[src/rtl/hazard_pkg.sv]
// hazard_pkg: types and constants shared by the hazard scoreboard files.
//   state_t  : scoreboard FSM states (also visible on the debug state output)
//   FWD_*    : EXEC operand mux select encodings
package hazard_pkg;

  typedef enum logic [1:0] {
    ST_IDLE       = 2'd0,
    ST_LOAD_STALL = 2'd1,
    ST_MC_BUSY    = 2'd2
  } state_t;

  localparam logic [1:0] FWD_RF  = 2'b00;  // operand from register file
  localparam logic [1:0] FWD_WB  = 2'b01;  // operand from WB stage result
  localparam logic [1:0] FWD_MEM = 2'b10;  // operand from MEM stage result

endpackage

[src/rtl/hazard_fwd.sv]
// hazard_fwd: combinational forwarding select for one EXEC source operand.
// Ports:
//   exec_rs_i          EXEC source register address
//   mem_rd_i/mem_we_i  MEM stage destination and write enable
//   wb_rd_i/wb_we_i    WB stage destination and write enable
//   fwd_o              operand mux select (FWD_RF / FWD_WB / FWD_MEM)
// The MEM stage holds the younger result, so it wins over WB. x0 never forwards.
module hazard_fwd
  import hazard_pkg::*;
#(
  parameter int REG_AW = 5
) (
  input  logic [REG_AW-1:0] exec_rs_i,
  input  logic [REG_AW-1:0] mem_rd_i,
  input  logic              mem_we_i,
  input  logic [REG_AW-1:0] wb_rd_i,
  input  logic              wb_we_i,
  output logic [1:0]        fwd_o
);

  logic mem_hit;
  logic wb_hit;

  assign mem_hit = mem_we_i && (mem_rd_i != '0) && (mem_rd_i == exec_rs_i);
  assign wb_hit  = wb_we_i  && (wb_rd_i  != '0) && (wb_rd_i  == exec_rs_i);

  always_comb begin
    fwd_o = FWD_RF;
    if (mem_hit) begin
      fwd_o = FWD_MEM;
    end else if (wb_hit) begin
      fwd_o = FWD_WB;
    end
  end

endmodule

[src/rtl/hazard_scoreboard.sv]
// hazard_scoreboard: pipeline hazard unit with operand forwarding, branch/jump
// flush, a LOAD_LAT-cycle load-use stall and a multi-cycle unit interlock with
// a timeout watchdog.
// Ports:
//   clk, rst                     clock, synchronous active-high reset
//   FETCH_valid/rs1/rs2          decode-stage instruction and sources
//   EXEC_valid/rs1/rs2/rd        EXEC-stage instruction, sources, destination
//   EXEC_mem2reg                 EXEC instruction is a load
//   EXEC_mc_start                EXEC instruction uses the multi-cycle unit
//   mc_done                      multi-cycle result valid pulse
//   MEM_valid/MEM_rd/WB_rd       later-stage valid and destinations
//   MEM_rd_reg_write/WB_rd_reg_write  destination write enables
//   BRA, JMP                     taken branch / jump resolved in MEM
//   FWD_rs1, FWD_rs2             EXEC operand mux selects
//   FETCH_stall, EXEC_stall      hold IF/ID, ID/EX registers
//   EXEC_flush, MEM_flush        bubble into ID/EX, EX/MEM at next edge
//   mc_kill                      abort the multi-cycle unit
//   mc_timeout                   sticky watchdog error
//   dbg_state_o                  current FSM state (debug)
// Optional: define HAZARD_STATS_EN to add the saturating statistics outputs
//   stat_stall_cycles, stat_flushes, stat_mc_ops (STAT_W bits each).
// All outputs are Mealy (state plus current inputs) and are forced to 0 while rst=1.
module hazard_scoreboard
  import hazard_pkg::*;
#(
  parameter int REG_AW     = 5,
  parameter int LOAD_LAT   = 1,
  parameter int MC_MAX_LAT = 40
`ifdef HAZARD_STATS_EN
  ,
  parameter int STAT_W     = 32
`endif
) (
  input  logic              clk,
  input  logic              rst,
  input  logic              FETCH_valid,
  input  logic [REG_AW-1:0] FETCH_rs1,
  input  logic [REG_AW-1:0] FETCH_rs2,
  input  logic              EXEC_valid,
  input  logic [REG_AW-1:0] EXEC_rs1,
  input  logic [REG_AW-1:0] EXEC_rs2,
  input  logic [REG_AW-1:0] EXEC_rd,
  input  logic              EXEC_mem2reg,
  input  logic              EXEC_mc_start,
  input  logic              mc_done,
  input  logic              MEM_valid,
  input  logic [REG_AW-1:0] MEM_rd,
  input  logic [REG_AW-1:0] WB_rd,
  input  logic              MEM_rd_reg_write,
  input  logic              WB_rd_reg_write,
  input  logic              BRA,
  input  logic              JMP,
  output logic [1:0]        FWD_rs1,
  output logic [1:0]        FWD_rs2,
  output logic              FETCH_stall,
  output logic              EXEC_stall,
  output logic              EXEC_flush,
  output logic              MEM_flush,
  output logic              mc_kill,
  output logic              mc_timeout,
  output logic [1:0]        dbg_state_o
`ifdef HAZARD_STATS_EN
  ,
  output logic [STAT_W-1:0] stat_stall_cycles,
  output logic [STAT_W-1:0] stat_flushes,
  output logic [STAT_W-1:0] stat_mc_ops
`endif
);

  // The counter is shared by the load stall and the MC watchdog; it is sized
  // for MC_MAX_LAT and widened only if LOAD_LAT is larger.
  localparam int CNT_MAX = (MC_MAX_LAT > LOAD_LAT) ? MC_MAX_LAT : LOAD_LAT;
  localparam int CNT_W   = $clog2(CNT_MAX + 1);
  localparam logic [CNT_W-1:0] CNT_ONE  = CNT_W'(1);
  localparam logic [CNT_W-1:0] MC_LIMIT = CNT_W'(MC_MAX_LAT);
  localparam logic [CNT_W-1:0] LD_INIT  = CNT_W'(LOAD_LAT - 1);

  state_t           state_q, state_d;
  logic [CNT_W-1:0] cnt_q, cnt_d;
  logic             timeout_q, timeout_d;

  logic       redirect;
  logic       load_use;
  logic       mc_req;
  logic       wd_fire;
  logic [1:0] fwd1_raw, fwd2_raw;

  // ---------------------------------------------------------------- forwarding
  hazard_fwd #(.REG_AW(REG_AW)) u_fwd_rs1 (
    .exec_rs_i (EXEC_rs1),
    .mem_rd_i  (MEM_rd),
    .mem_we_i  (MEM_rd_reg_write),
    .wb_rd_i   (WB_rd),
    .wb_we_i   (WB_rd_reg_write),
    .fwd_o     (fwd1_raw)
  );

  hazard_fwd #(.REG_AW(REG_AW)) u_fwd_rs2 (
    .exec_rs_i (EXEC_rs2),
    .mem_rd_i  (MEM_rd),
    .mem_we_i  (MEM_rd_reg_write),
    .wb_rd_i   (WB_rd),
    .wb_we_i   (WB_rd_reg_write),
    .fwd_o     (fwd2_raw)
  );

  // ------------------------------------------------------------ hazard decode
  assign redirect = MEM_valid && (BRA || JMP);
  assign load_use = FETCH_valid && EXEC_valid && EXEC_mem2reg && (EXEC_rd != '0) &&
                    ((EXEC_rd == FETCH_rs1) || (EXEC_rd == FETCH_rs2));
  assign mc_req   = EXEC_valid && EXEC_mc_start;
  // Watchdog ranks below both a redirect and a completing mc_done.
  assign wd_fire  = (state_q == ST_MC_BUSY) && !redirect && !mc_done && (cnt_q >= MC_LIMIT);

  // ------------------------------------------------------------ state register
  always_ff @(posedge clk) begin
    if (rst) begin
      state_q   <= ST_IDLE;
      cnt_q     <= '0;
      timeout_q <= 1'b0;
    end else begin
      state_q   <= state_d;
      cnt_q     <= cnt_d;
      timeout_q <= timeout_d;
    end
  end

  // ---------------------------------------------------------------- next state
  always_comb begin
    state_d   = state_q;
    cnt_d     = cnt_q;
    timeout_d = timeout_q;
    unique case (state_q)
      ST_IDLE: begin
        if (redirect) begin
          state_d = ST_IDLE;
        end else if (load_use) begin
          // The detecting cycle is the first stall cycle; LOAD_STALL covers the rest.
          if (LOAD_LAT > 1) begin
            cnt_d   = LD_INIT;
            state_d = ST_LOAD_STALL;
          end
        end else if (mc_req) begin
          cnt_d   = CNT_ONE;
          state_d = ST_MC_BUSY;
        end
      end
      ST_LOAD_STALL: begin
        if (redirect || (cnt_q <= CNT_ONE)) begin
          cnt_d   = '0;
          state_d = ST_IDLE;
        end else begin
          cnt_d = cnt_q - CNT_ONE;
        end
      end
      ST_MC_BUSY: begin
        if (redirect || mc_done) begin
          cnt_d   = '0;
          state_d = ST_IDLE;
        end else if (wd_fire) begin
          cnt_d     = '0;
          timeout_d = 1'b1;
          state_d   = ST_IDLE;
        end else if (cnt_q != '1) begin
          cnt_d = cnt_q + CNT_ONE;
        end
      end
      default: begin
        cnt_d   = '0;
        state_d = ST_IDLE;
      end
    endcase
  end

  // ------------------------------------------------------------------ outputs
  always_comb begin
    FETCH_stall = 1'b0;
    EXEC_stall  = 1'b0;
    EXEC_flush  = 1'b0;
    MEM_flush   = 1'b0;
    mc_kill     = 1'b0;
    if (!rst) begin
      unique case (state_q)
        ST_IDLE: begin
          if (redirect) begin
            EXEC_flush = 1'b1;
            MEM_flush  = 1'b1;
          end else if (load_use) begin
            FETCH_stall = 1'b1;
            EXEC_flush  = 1'b1;
          end else if (mc_req) begin
            FETCH_stall = 1'b1;
            EXEC_stall  = 1'b1;
            MEM_flush   = 1'b1;
          end
        end
        ST_LOAD_STALL: begin
          if (redirect) begin
            EXEC_flush = 1'b1;
            MEM_flush  = 1'b1;
          end else begin
            FETCH_stall = 1'b1;
            EXEC_flush  = 1'b1;
          end
        end
        ST_MC_BUSY: begin
          if (redirect) begin
            mc_kill    = 1'b1;
            EXEC_flush = 1'b1;
            MEM_flush  = 1'b1;
          end else if (mc_done) begin
            // Result advances this cycle: no stall, no flush.
          end else if (wd_fire) begin
            mc_kill    = 1'b1;
            EXEC_flush = 1'b1;
          end else begin
            FETCH_stall = 1'b1;
            EXEC_stall  = 1'b1;
            MEM_flush   = 1'b1;
          end
        end
        default: begin
        end
      endcase
    end
  end

  assign FWD_rs1     = rst ? FWD_RF : fwd1_raw;
  assign FWD_rs2     = rst ? FWD_RF : fwd2_raw;
  assign mc_timeout  = timeout_q && !rst;
  assign dbg_state_o = rst ? 2'b00 : state_q;

`ifdef HAZARD_STATS_EN
  // --------------------------------------------------------------- statistics
  logic [STAT_W-1:0] stall_cnt_q, flush_cnt_q, mc_ops_q;
  logic              mc_entry;

  assign mc_entry = (state_q != ST_MC_BUSY) && (state_d == ST_MC_BUSY);

  always_ff @(posedge clk) begin
    if (rst) begin
      stall_cnt_q <= '0;
      flush_cnt_q <= '0;
      mc_ops_q    <= '0;
    end else begin
      if (FETCH_stall && (stall_cnt_q != '1)) stall_cnt_q <= stall_cnt_q + 1'b1;
      if (redirect    && (flush_cnt_q != '1)) flush_cnt_q <= flush_cnt_q + 1'b1;
      if (mc_entry    && (mc_ops_q    != '1)) mc_ops_q    <= mc_ops_q + 1'b1;
    end
  end

  assign stat_stall_cycles = rst ? '0 : stall_cnt_q;
  assign stat_flushes      = rst ? '0 : flush_cnt_q;
  assign stat_mc_ops       = rst ? '0 : mc_ops_q;
`endif

endmodule

[config.mk]
export PLATFORM = sky130hd
export DESIGN_NAME = hazard_scoreboard
export DESIGN_NICKNAME = d
export VERILOG_FILES = /design/src/rtl/hazard_pkg.sv /design/src/rtl/hazard_fwd.sv /design/src/rtl/hazard_scoreboard.sv
export SDC_FILE = /design/constraint.sdc
export NUM_CORES = 1
export LEC_CHECK = 0
export CAP_MARGIN = 20
export CORE_AREA = 2 2 95 51
export DETAILED_ROUTE_END_ITERATION = 10
export DIE_AREA = 0 0 97 53
export GPL_TIMING_DRIVEN = 0
export PLACE_DENSITY = 0.64
export SLEW_MARGIN = 25
export SYNTH_ARGS = -nofsm -noshare
export SYNTH_HDL_FRONTEND = slang
export SYNTH_SLANG_ARGS = --single-unit
[constraint.sdc]
create_clock -name clk -period 8.05 [get_ports clk]
set_clock_uncertainty 0.2 [all_clocks]
set_input_delay 2.415 -clock clk [delete_from_list [all_inputs] [get_ports clk]]
set_output_delay 2.415 -clock clk [all_outputs]
set_load 0.01 [all_outputs]
Word level (Yosys, flattened, before mapping)
Index checks and enable logic that the tools add are counted.
{"block": "word_totals", "wordCells": 104, "out_inout_bits": 12, "in_bits": 47, "ff_bits": 9}
{"block": "op_classes", "n_lt_le_gt_ge": 2, "mux": 49, "n_reduce_logical": 30, "n_addsub": 2, "bitwise": 1, "eq_ne": 17}
{"cell": "two-way mux 6 bit", "n": 7}
{"cell": "equality test 5 bit", "n": 6}
{"cell": "two-way mux 1 bit", "n": 25}
{"cell": "two-way mux 2 bit", "n": 11}
{"cell": "case mux 6 bit (3 select lines)", "n": 1}
{"cell": "logical AND 1 bit", "n": 16}
{"cell": "nonzero test 5 bit", "n": 3}
{"cell": "case mux 1 bit (3 select lines)", "n": 3}
{"cell": "inequality test 2 bit, second input constant", "n": 4}
{"cell": "AND reduction 4 bit", "n": 2}
{"cell": "adder 6 x 1 -> 6 bit, second input constant", "n": 1}
{"cell": ">= comparator 6 bit, second input constant", "n": 1}
{"cell": "less-or-equal comparator 6 x 1 -> 1 bit, second input constant", "n": 1}
{"cell": "inequality test 3 bit, second input constant", "n": 2}
{"cell": "inequality test 6 bit, second input constant", "n": 1}
{"cell": "case mux 2 bit (3 select lines)", "n": 1}
{"cell": "subtractor 6 x 1 -> 6 bit, second input constant", "n": 1}
{"cell": "logical OR 1 bit", "n": 4}
{"cell": "inequality test 4 x 2 -> 1 bit, second input constant", "n": 1}
{"cell": "zero test 1 bit", "n": 3}
{"cell": "inequality test 3 x 2 -> 1 bit, second input constant", "n": 1}
{"cell": "AND reduction 3 bit", "n": 1}
{"cell": "equality test 2 x 1 -> 1 bit, second input constant", "n": 1}
{"cell": "equality test 2 bit, second input constant", "n": 1}
{"cell": "other kinds (3)", "n": 3}

Depth between registers and ports, before layout
Gate-level depths: netlist (run 1).
{"block": "logic_depth", "depth_word": 11, "mapped_depth": 5, "mapped_depth_nobuf": 5}

Modules after synthesis
Synthesis (run 1) repeated with hierarchy kept, for this count alone.
{"block": "unflattened", "hier_cells": 134, "hier_area_um2": 1033.5}
{"mod": "hazard_scoreboard", "area_per_inst_um2": 715.7, "seq_area_each_um2": 160.2, "instances": 1, "cells_per_inst": 92}
{"mod": "hazard_fwd", "area_per_inst_um2": 158.9, "seq_area_each_um2": 0.0, "instances": 2, "cells_per_inst": 21}

Worst setup path after synthesis (run 1)
Ideal clock, no wire load.
{"block": "synth_path", "kind": "input-to-output", "from": "in MEM_rd[1]", "to": "out FWD_rs1[0]", "t_arrival_ps": 3687, "path_buffers": 0, "path_stages": 4, "t_required_ps": 5435, "path_slack_ps": 1748, "path_cell_list": "or4_1 o21ai_1 nor3_1 nor4_1"}
{"block": "synth_via", "elab_chain_len": 5, "word_cells_on_any_way": 6, "cone_classes": "eq/ne (1); mux (2); reduce/logical (3)"}
{"item": "from (decl)", "line_no": "hazard_scoreboard.sv:47", "text": "input logic [REG_AW-1:0] MEM_rd,"}
{"item": "nonzero test 5 bit", "line_no": "hazard_fwd.sv:24", "text": "assign mem_hit = mem_we_i && (mem_rd_i != '0) && (mem_rd_i == exec_rs_i);"}
{"item": "logical AND 1 bit", "line_no": "hazard_fwd.sv:24"}
{"item": "logical AND 1 bit *", "line_no": "hazard_fwd.sv:24"}
{"item": "two-way mux 2 bit *", "line_no": "hazard_fwd.sv:29", "text": "if (mem_hit) begin"}
{"item": "two-way mux 2 bit *", "line_no": "hazard_scoreboard.sv:228", "text": "assign FWD_rs1 = rst ? FWD_RF : fwd1_raw;"}
{"item": "to (decl)", "line_no": "hazard_scoreboard.sv:53", "text": "output logic [1:0] FWD_rs1,"}
Mark *: on every way between the ends. The rest lies on a longest branch, timed or not.

Worst setup path in the final report (run 1)
{"block": "layout_path", "from": "in MEM_rd[1]", "to": "out FWD_rs2[0]"}
{"block": "layout_via", "elab_chain_len": 5, "word_cells_on_any_way": 6, "cone_classes": "eq/ne (1); mux (2); reduce/logical (3)"}
{"item": "nonzero test 5 bit", "line_no": "hazard_fwd.sv:24"}
{"item": "logical AND 1 bit", "line_no": "hazard_fwd.sv:24"}
{"item": "logical AND 1 bit *", "line_no": "hazard_fwd.sv:24"}
{"item": "two-way mux 2 bit *", "line_no": "hazard_fwd.sv:29"}
{"item": "two-way mux 2 bit *", "line_no": "hazard_scoreboard.sv:229", "text": "assign FWD_rs2 = rst ? FWD_RF : fwd2_raw;"}
{"item": "to (decl)", "line_no": "hazard_scoreboard.sv:54", "text": "output logic [1:0] FWD_rs2,"}
Marks and branches as above.

==> results of run 1 <==
## registers in the layout, summed over array words and instances (netlist names)
register and flops:
cnt_q 6, state_q 1, timeout_q 1
## layer usage
metal  track usage  up-vias
li1              -      572
met1        0.1967      492
met2        0.1748       28
met3       0.05020        2
met4       0.01408        0
met5             0        -
## final cells by class
type	instances	area (um2)
flip-flops and latches	8	160.2
plain buffers	3	15.01
inverters	7	26.28
well taps	57	71.32
fillers	445	2639
repair buffers	57	570.5
clock buffers	3	41.29
multi-input cells	106	752.0
## synthesized netlist by cell type, drive strengths merged
cell type  count
buf            1
a211o          1
or4            6
nor2b          4
a41o           1
conb           1
xor2          11
a31oi          2
nor3           5
o2111ai        1
or3b           1
clkbuf         2
o21a           2
xnor2         22
o22ai          1
nor2           2
nand2         12
o31a           1
nand3          7
dfxtp          8
o41ai          4
a21o           2
o21ai          6
a21oi          5
nor4b          1
ha             2
nor4           5
inv            7
a31o           1
## cell usage in the layout, fill, tap and decap left out, types with 5 or more instances in the layout
cell | Yosys | final
nand2_1 | 12 | 12
nor4_1 | 5 | 5
dfxtp_1 | 8 | 8
clkdlybuf4s50_1 | 0 | 57
or4_1 | 6 | 6
nor3_1 | 5 | 5
inv_1 | 7 | 7
nand3_1 | 7 | 7
o21ai_0 | 5 | 5
xor2_1 | 11 | 11
xnor2_1 | 22 | 22
## through the flow
| stage | hold WS (ns) | utilization | setup WS (ns) | std cells | area [um2] |
|---|---|---|---|---|---|
| 6_report | 0.3270 | 0.3828 | 0.7115 | 241 | 1637 |
| 5_1_grt | 0.3535 | 0.3828 | 0.5798 | 241 | 1637 |
| 4_1_cts | 0.3263 | 0.3828 | 0.7022 | 241 | 1637 |
| 3_5_place_dp | 0.3169 | 0.3731 | 0.7020 | 238 | 1595 |
| 3_3_place_gp | 0.3132 | 0.3731 | 0.6840 | 238 | 1595 |
| 2_1_floorplan | 0.2805 | - | 1.748 | 124 | 953.4 |
## worst reg2reg max path, delay by kind of cell (launching register included)
kind,cells,cell delay (ns)
flip-flops,1,0.35
AO/OA/AOI/OAI,2,0.31
AND/OR/NAND/NOR,3,0.85
## cell families (layout without fill, tap and decap cells)
| kind of cell | after synthesis | in the layout | share of synthesized area |
|---|---|---|---|
| and+or+nand+nor | 43 | 43 | 0.2585 |
| xor gates and xnor gates | 33 | 33 | 0.3031 |
| AOI/OAI and AO/OA | 27 | 27 | 0.1968 |
| buffers and inverters | 10 | 70 | 0.04332 |
| DFF | 8 | 8 | 0.1680 |
| adders and majority gates | 2 | 2 | 0.02624 |
| other | 1 | 1 | 0.003933 |
## path summary, 6_finish.rpt
path / endpoint / start / depth (start not counted) / slack (ns)
worst max-delay path: FWD_rs2[0] / MEM_rd[1] / 6 / 0.71
worst min register to register: cnt_q[2] / cnt_q[2] / 2 / 0.33
worst min-delay path: cnt_q[2] / cnt_q[2] / 2 / 0.33
worst max register to register: cnt_q[5] / cnt_q[3] / 5 / 6.27
## power groups by stage
stage               logic (mW)  registers (mW)  clock network, mW
floorplan               0.0247          0.0417                  0
global placement        0.0609          0.0418                  0
detailed placement      0.0609          0.0418                  0
CTS                     0.0612          0.0412             0.0500
global route            0.0668          0.0412             0.0528
finish                  0.0611          0.0412             0.0482
==> metrics.txt, run 1 <==
# TYPE chip_impl_metric gauge
chip_impl_info{name="outcome",value="completed"} 1
chip_impl_metric{name="post-cts-setup-buffer-count",unit=""} 0
chip_impl_metric{name="drt-vias-per-instance",unit=""} 4.539
chip_impl_metric{name="timing.final.crit_share",unit=""} 0.9116
chip_impl_metric{name="crit_required",unit="ns"} 5.43
chip_impl_metric{name="postCtsHoldBufs",unit=""} 0
chip_impl_metric{name="routed_wirelength",unit="mm"} 3.214
chip_impl_metric{name="hold_viol",unit=""} 0
chip_impl_info{name="cts-root-buf",value="clkbuf_8"} 1
chip_impl_metric{name="clock_tree.buffer_depth",unit=""} 2
chip_impl_metric{name="wl_met3",unit="um"} 197
chip_impl_metric{name="clk_pin_slew_worst_paths",unit="ns"} 0.04
chip_impl_metric{name="grt_first_pass_wirelength",unit="mm"} 5.126
chip_impl_metric{name="yosys.area.top_type_share",unit=""} 0.2021
chip_impl_info{name="tritoncts",value="built"} 1
chip_impl_metric{name="net-switching-power",unit="uW"} 41.23
chip_impl_metric{name="final_nets",unit=""} 235
chip_impl_metric{name="dp_hpwl",unit="mm"} 2.824
chip_impl_metric{name="syn-mean-instance-area",unit="um2"} 7.689
chip_impl_metric{name="worst_skew_pair.late_latency",unit="ns"} 0.23
chip_impl_metric{name="clockPowerShare",unit=""} 0.320
chip_impl_metric{name="boundaryPins",unit=""} 59
chip_impl_metric{name="ctsHtreeMaxLevel",unit=""} 1
chip_impl_metric{name="initial_core_util",unit=""} 0.2230
chip_impl_metric{name="power.sequential.fraction",unit=""} 0.274
chip_impl_metric{name="timing.critical_path.arrival",unit="ns"} 4.72
chip_impl_metric{name="maximum_fanout_count_along_the_critical_path",unit=""} 4
chip_impl_metric{name="finalSetupTns",unit="ns"} 0
chip_impl_metric{name="worstMarginPinSlew",unit="ns"} 0.5555
chip_impl_metric{name="detail_route.drc_violations",unit=""} 0
chip_impl_metric{name="detailed_routing_iterations_pass_1",unit=""} 4
chip_impl_metric{name="combPwrFrac",unit=""} 0.406
chip_impl_info{name="worstPathCellList",value="clkdlybuf4s50_1 > or4_1 > o21ai_1 > nor3_1 > nor4_1 > clkdlybuf4s50_1"} 1
chip_impl_metric{name="synth.ff_latch_count",unit=""} 8
chip_impl_metric{name="grt_overflow_total",unit=""} 0
chip_impl_info{name="critical_path_class",value="input port to primary output"} 1
chip_impl_metric{name="critical-path-max-stage-delay",unit="ns"} 0.59
chip_impl_metric{name="cell_leakage_power",unit="nW"} 0.5750
chip_impl_metric{name="drt_iter0_drc",unit=""} 62
chip_impl_metric{name="antenna_violations_before_repair",unit=""} 0
chip_impl_metric{name="drive_gt1_frac",unit=""} 0.03804
chip_impl_metric{name="clock_tree_sinks",unit=""} 8
chip_impl_metric{name="seq_area_frac_synth",unit=""} 0.1680
chip_impl_metric{name="synthesis.yosys.warnings",unit=""} 0
chip_impl_metric{name="detailroute.wirelength.met2",unit="mm"} 1.229
chip_impl_metric{name="tritoncts.num_buffers",unit=""} 3
chip_impl_info{name="netlist_top_cells_area",value="xnor2_1 (20%), dfxtp_1 (17%), xor2_1 (10%)"} 1
chip_impl_metric{name="fmax",unit="MHz"} 136.3
chip_impl_metric{name="routedLengthMet1",unit="mm"} 1.781
chip_impl_metric{name="intPower",unit="uW"} 109.2
chip_impl_metric{name="fin_crit",unit="ns"} 7.338
chip_impl_metric{name="gp_congestion",unit=""} 0.7582
chip_impl_metric{name="critical_path_buf_inv_count",unit=""} 2
chip_impl_info{name="unrepaired_setup_endpoints_after_global_routing",value="no"} 1
chip_impl_info{name="setup.worst_path.end_class",value="primary output"} 1
chip_impl_metric{name="die_x_extent",unit="um"} 97
chip_impl_metric{name="synth_fp_nets",unit=""} 173
chip_impl_metric{name="resized_after_cts",unit=""} 0
chip_impl_info{name="dr.max_layer_used",value="met4"} 1
chip_impl_info{name="synth_top_area_cell",value="xnor2_1"} 1
chip_impl_metric{name="core-area",unit="um2"} 4275
chip_impl_info{name="critical-path-top-delay-family",value="buffers and inverters"} 1
chip_impl_metric{name="antenna_cells_inserted",unit=""} 0
chip_impl_metric{name="max_capacitance_violation_total",unit=""} 0
chip_impl_metric{name="number_of_max_slew_violations_in_the_final_report",unit=""} 0
chip_impl_metric{name="rows",unit=""} 17
chip_impl_metric{name="vdd.ir_drop.worst",unit="uV"} 37.19
chip_impl_metric{name="largest_net_degree_at_the_start_of_global_routing",unit=""} 11
chip_impl_metric{name="report.power.total",unit="uW"} 150.5
chip_impl_metric{name="synthCells",unit=""} 124
chip_impl_metric{name="via_total_after_detailed_routing",unit=""} 1094
chip_impl_metric{name="power.density",unit="nW/um2"} 91.94
chip_impl_info{name="crit_slowest_cell",value="clkdlybuf4s50_1"} 1
chip_impl_metric{name="port_buffers",unit=""} 57
chip_impl_metric{name="yosysUniqueCellTypes",unit=""} 31
chip_impl_metric{name="wl_per_cell",unit="um"} 13.34
chip_impl_metric{name="die_span_y",unit="um"} 53
chip_impl_metric{name="grt_pass1_vias",unit=""} 1022
chip_impl_info{name="hold_class",value="flop to flop"} 1
chip_impl_info{name="cpMostUsedCell",value="clkdlybuf4s50_1"} 1
chip_impl_metric{name="layout_stage_area_growth_over_the_synthesis_result",unit="%"} 71.65
chip_impl_metric{name="antenna_left",unit=""} 0
chip_impl_info{name="cp-start-kind",value="input port"} 1
chip_impl_metric{name="power.share.switching",unit=""} 0.2740
chip_impl_metric{name="slew_headroom",unit=""} 0.6281
chip_impl_metric{name="finalSetupViolCount",unit=""} 0
chip_impl_metric{name="synth.cell_area",unit="um2"} 953.4
chip_impl_metric{name="die_area",unit="um2"} 5141
chip_impl_metric{name="globalRouteTotalUtil",unit=""} 0.1306
Note: power is estimated with default switching activity, not from simulation.
==> run 2, diff against run 1 <==
--- a/config.mk
+++ b/config.mk
@@ -10,7 +10,6 @@
 export DETAILED_ROUTE_END_ITERATION = 10
 export DIE_AREA = 0 0 97 53
 export GPL_TIMING_DRIVEN = 0
-export PLACE_DENSITY = 0.64
 export SLEW_MARGIN = 25
 export SYNTH_ARGS = -nofsm -noshare
 export SYNTH_HDL_FRONTEND = slang
==> metrics.txt, run 2 (synthesis gave the netlist of run 1 again) <==
# TYPE chip_impl_metric gauge
chip_impl_info{name="largest-register",value="cnt_q"} 1
chip_impl_metric{name="routed_wirelength",unit="mm"} 3.065
chip_impl_metric{name="gp_congestion",unit=""} 0.7906
chip_impl_metric{name="antenna_left",unit=""} 0
chip_impl_metric{name="cell_leakage_power",unit="nW"} 0.5750
chip_impl_metric{name="placed_insts",unit=""} 238
chip_impl_info{name="cp-start-kind",value="input port"} 1
chip_impl_metric{name="wl_met3",unit="um"} 201
chip_impl_metric{name="via_total_after_detailed_routing",unit=""} 1100
chip_impl_metric{name="largest_register_ff_count",unit=""} 6
chip_impl_metric{name="clock_tree_sinks",unit=""} 8
chip_impl_metric{name="post-cts-setup-buffer-count",unit=""} 0
chip_impl_metric{name="timing.critical_path.arrival",unit="ns"} 4.67
chip_impl_metric{name="globalRouteTotalUtil",unit=""} 0.1242
chip_impl_info{name="timing.rr.start",value="cnt_q[4]"} 1
chip_impl_info{name="unrepaired_setup_endpoints_after_global_routing",value="no"} 1
chip_impl_metric{name="vdd.ir_drop.worst",unit="uV"} 39.02
chip_impl_metric{name="resized_after_cts",unit=""} 0
chip_impl_info{name="hold_start",value="cnt_q[2]"} 1
chip_impl_metric{name="design_area",unit="um2"} 1637
chip_impl_info{name="cp-startpoint",value="MEM_rd[1]"} 1
chip_impl_metric{name="worstMarginPinSlew",unit="ns"} 0.5219
chip_impl_metric{name="grt_first_pass_wirelength",unit="mm"} 4.988
chip_impl_metric{name="core-area",unit="um2"} 4275
chip_impl_info{name="most-common-layout-cells",value="clkdlybuf4s50_1 (57), xnor2_1 (22), nand2_1 (12), xor2_1 (11), dfxtp_1 (8)"} 1
chip_impl_metric{name="routedLengthMet1",unit="mm"} 1.732
chip_impl_metric{name="worst_skew_pair.late_latency",unit="ns"} 0.22
chip_impl_metric{name="clock_tree.buffer_depth",unit=""} 2
chip_impl_metric{name="detailroute.wirelength.met2",unit="mm"} 1.132
chip_impl_metric{name="postCtsHoldBufs",unit=""} 0
chip_impl_metric{name="dp_hpwl",unit="mm"} 2.643
chip_impl_metric{name="drt_iter0_drc",unit=""} 65
chip_impl_info{name="cts-root-buf",value="clkbuf_8"} 1
chip_impl_info{name="tritoncts",value="built"} 1
chip_impl_metric{name="finalSetupTns",unit="ns"} 0
chip_impl_metric{name="wl_per_cell",unit="um"} 12.72
chip_impl_metric{name="final.fill_count",unit=""} 443
chip_impl_info{name="worstReg2RegEnd",value="cnt_q[5]"} 1
chip_impl_info{name="dr.max_layer_used",value="met3"} 1
chip_impl_metric{name="grt_overflow_total",unit=""} 0
chip_impl_metric{name="final_cell_count_no_fill",unit=""} 241
chip_impl_metric{name="die_area",unit="um2"} 5141
chip_impl_metric{name="hold-path-cell-count",unit=""} 2
chip_impl_metric{name="timing.final.crit_share",unit=""} 0.9054
chip_impl_info{name="setup.worst_path.end_class",value="primary output"} 1
chip_impl_metric{name="largest_net_degree_at_the_start_of_global_routing",unit=""} 11
chip_impl_metric{name="finalSetupViolCount",unit=""} 0
chip_impl_metric{name="number_of_max_slew_violations_in_the_final_report",unit=""} 0
chip_impl_metric{name="crit_required",unit="ns"} 5.43
chip_impl_info{name="final_common_cell",value="clkdlybuf4s50_1"} 1
chip_impl_metric{name="rows",unit=""} 17
chip_impl_metric{name="ctsHtreeMaxLevel",unit=""} 1
chip_impl_metric{name="reg2reg_depth",unit=""} 5
chip_impl_metric{name="max_capacitance_violation_total",unit=""} 0
chip_impl_metric{name="seq_area",unit="um2"} 160.2
chip_impl_info{name="critical_path_class",value="input port to primary output"} 1
chip_impl_metric{name="tritoncts.num_buffers",unit=""} 3
chip_impl_metric{name="initial_core_util",unit=""} 0.2230
chip_impl_metric{name="multi_input_area",unit="um2"} 752.0
chip_impl_metric{name="maximum_fanout_count_along_the_critical_path",unit=""} 4
chip_impl_metric{name="port_buffers",unit=""} 57
chip_impl_metric{name="final_nets",unit=""} 235
chip_impl_metric{name="layout_stage_area_growth_over_the_synthesis_result",unit="%"} 71.65
chip_impl_metric{name="die_x_extent",unit="um"} 97
chip_impl_metric{name="antenna_cells_inserted",unit=""} 0
chip_impl_metric{name="fin_crit",unit="ns"} 7.288
chip_impl_metric{name="drt-vias-per-instance",unit=""} 4.564
chip_impl_metric{name="power.density",unit="nW/um2"} 90.67
chip_impl_metric{name="fmax",unit="MHz"} 137.2
chip_impl_metric{name="detail_route.drc_violations",unit=""} 0
chip_impl_info{name="outcome",value="completed"} 1
chip_impl_metric{name="finish.utilization",unit=""} 0.3828
chip_impl_metric{name="grt_pass1_vias",unit=""} 1012
chip_impl_info{name="reg.largest.list",value="cnt_q (6), state_q (1), timeout_q (1)"} 1
chip_impl_metric{name="drive_gt1_frac",unit=""} 0.03804
chip_impl_metric{name="timing.reg2reg.setup_slack",unit="ns"} 6.29
chip_impl_metric{name="boundaryPins",unit=""} 59
chip_impl_info{name="hold_class",value="flop to flop"} 1
chip_impl_metric{name="detailed_routing_iterations_pass_1",unit=""} 4
chip_impl_metric{name="clk_pin_slew_worst_paths",unit="ns"} 0.04
chip_impl_metric{name="dpl_cell_area",unit="um2"} 1595
chip_impl_metric{name="slew_headroom",unit=""} 0.6484
chip_impl_metric{name="antenna_violations_before_repair",unit=""} 0
chip_impl_metric{name="hold_viol",unit=""} 0
chip_impl_info{name="whs_endpoint",value="cnt_q[2]"} 1
chip_impl_metric{name="die_span_y",unit="um"} 53
[run 2: cell counts in the layout (fill, tap and decap cells not counted)]
Identical to the previous run, type by type.
[run 2: cell type report]
class	count	share of cell area
Buffer	3	0.009174
Clock buffer	3	0.02523
Inverter	7	0.01606
Multi-Input combinational cell	106	0.4595
Sequential cell	8	0.09786
Tap cell	57	0.04358
Timing Repair Buffer	57	0.3486
[run 2: metal layers]
layer / vias up / global-route usage
met5: - / 0
met4: 0 / 0.007042
met3: 0 / 0.04491
met2: 30 / 0.1609
met1: 496 / 0.1942
li1: 574 / -
[run 2: power by group]
| group | switching (mW) | total [mW] | internal, mW |
|---|---|---|---|
| clock network | 0.0144 | 0.0467 | 0.0323 |
| registers | 0.000699 | 0.0412 | 0.0405 |
| logic | 0.0241 | 0.0604 | 0.0363 |
| total | 0.0393 | 0.148 | 0.109 |
[run 2: worst max-delay path by stage]
| stage | endpoint | slack, ns | depth (start not counted) |
|---|---|---|---|
| floorplan | FWD_rs1[0] | 1.75 | 4 |
| global placement | FWD_rs1[0] | 0.73 | 6 |
| detailed placement | FWD_rs1[0] | 0.75 | 6 |
| CTS | FWD_rs1[0] | 0.76 | 6 |
| global route | MEM_flush | 0.58 | 7 |
| finish | FWD_rs1[0] | 0.76 | 6 |
[run 2: per-stage QoR]
| stage | worst slack (ns) | power [mW] | hold WS [ns] |
|---|---|---|---|
| 2_1_floorplan | 1.748 | 0.06635 | 0.2805 |
| 3_3_place_gp | 0.7317 | 0.1022 | 0.3141 |
| 3_5_place_dp | 0.7453 | 0.1021 | 0.3152 |
| 4_1_cts | 0.7603 | 0.1500 | 0.3217 |
| 5_1_grt | 0.5788 | 0.1584 | 0.3275 |
| 6_report | 0.7616 | 0.1484 | 0.3214 |
[run 2: worst max-delay path, cell delays in order]
cell and delay [ns]:
clkdlybuf4s50_1 0.47, or4_1 0.55, o21ai_1 0.25, nor3_1 0.10, nor4_1 0.29, clkdlybuf4s50_1 0.61
==> run 3, diff against run 2 <==
--- a/config.mk
+++ b/config.mk
@@ -10,6 +10,7 @@
 export DETAILED_ROUTE_END_ITERATION = 10
 export DIE_AREA = 0 0 97 53
 export GPL_TIMING_DRIVEN = 0
+export SKIP_CTS_REPAIR_TIMING = 1
 export SLEW_MARGIN = 25
 export SYNTH_ARGS = -nofsm -noshare
 export SYNTH_HDL_FRONTEND = slang
==> results of run 3 <==
Final layout, timing and power as in run 2 (identical DEF).
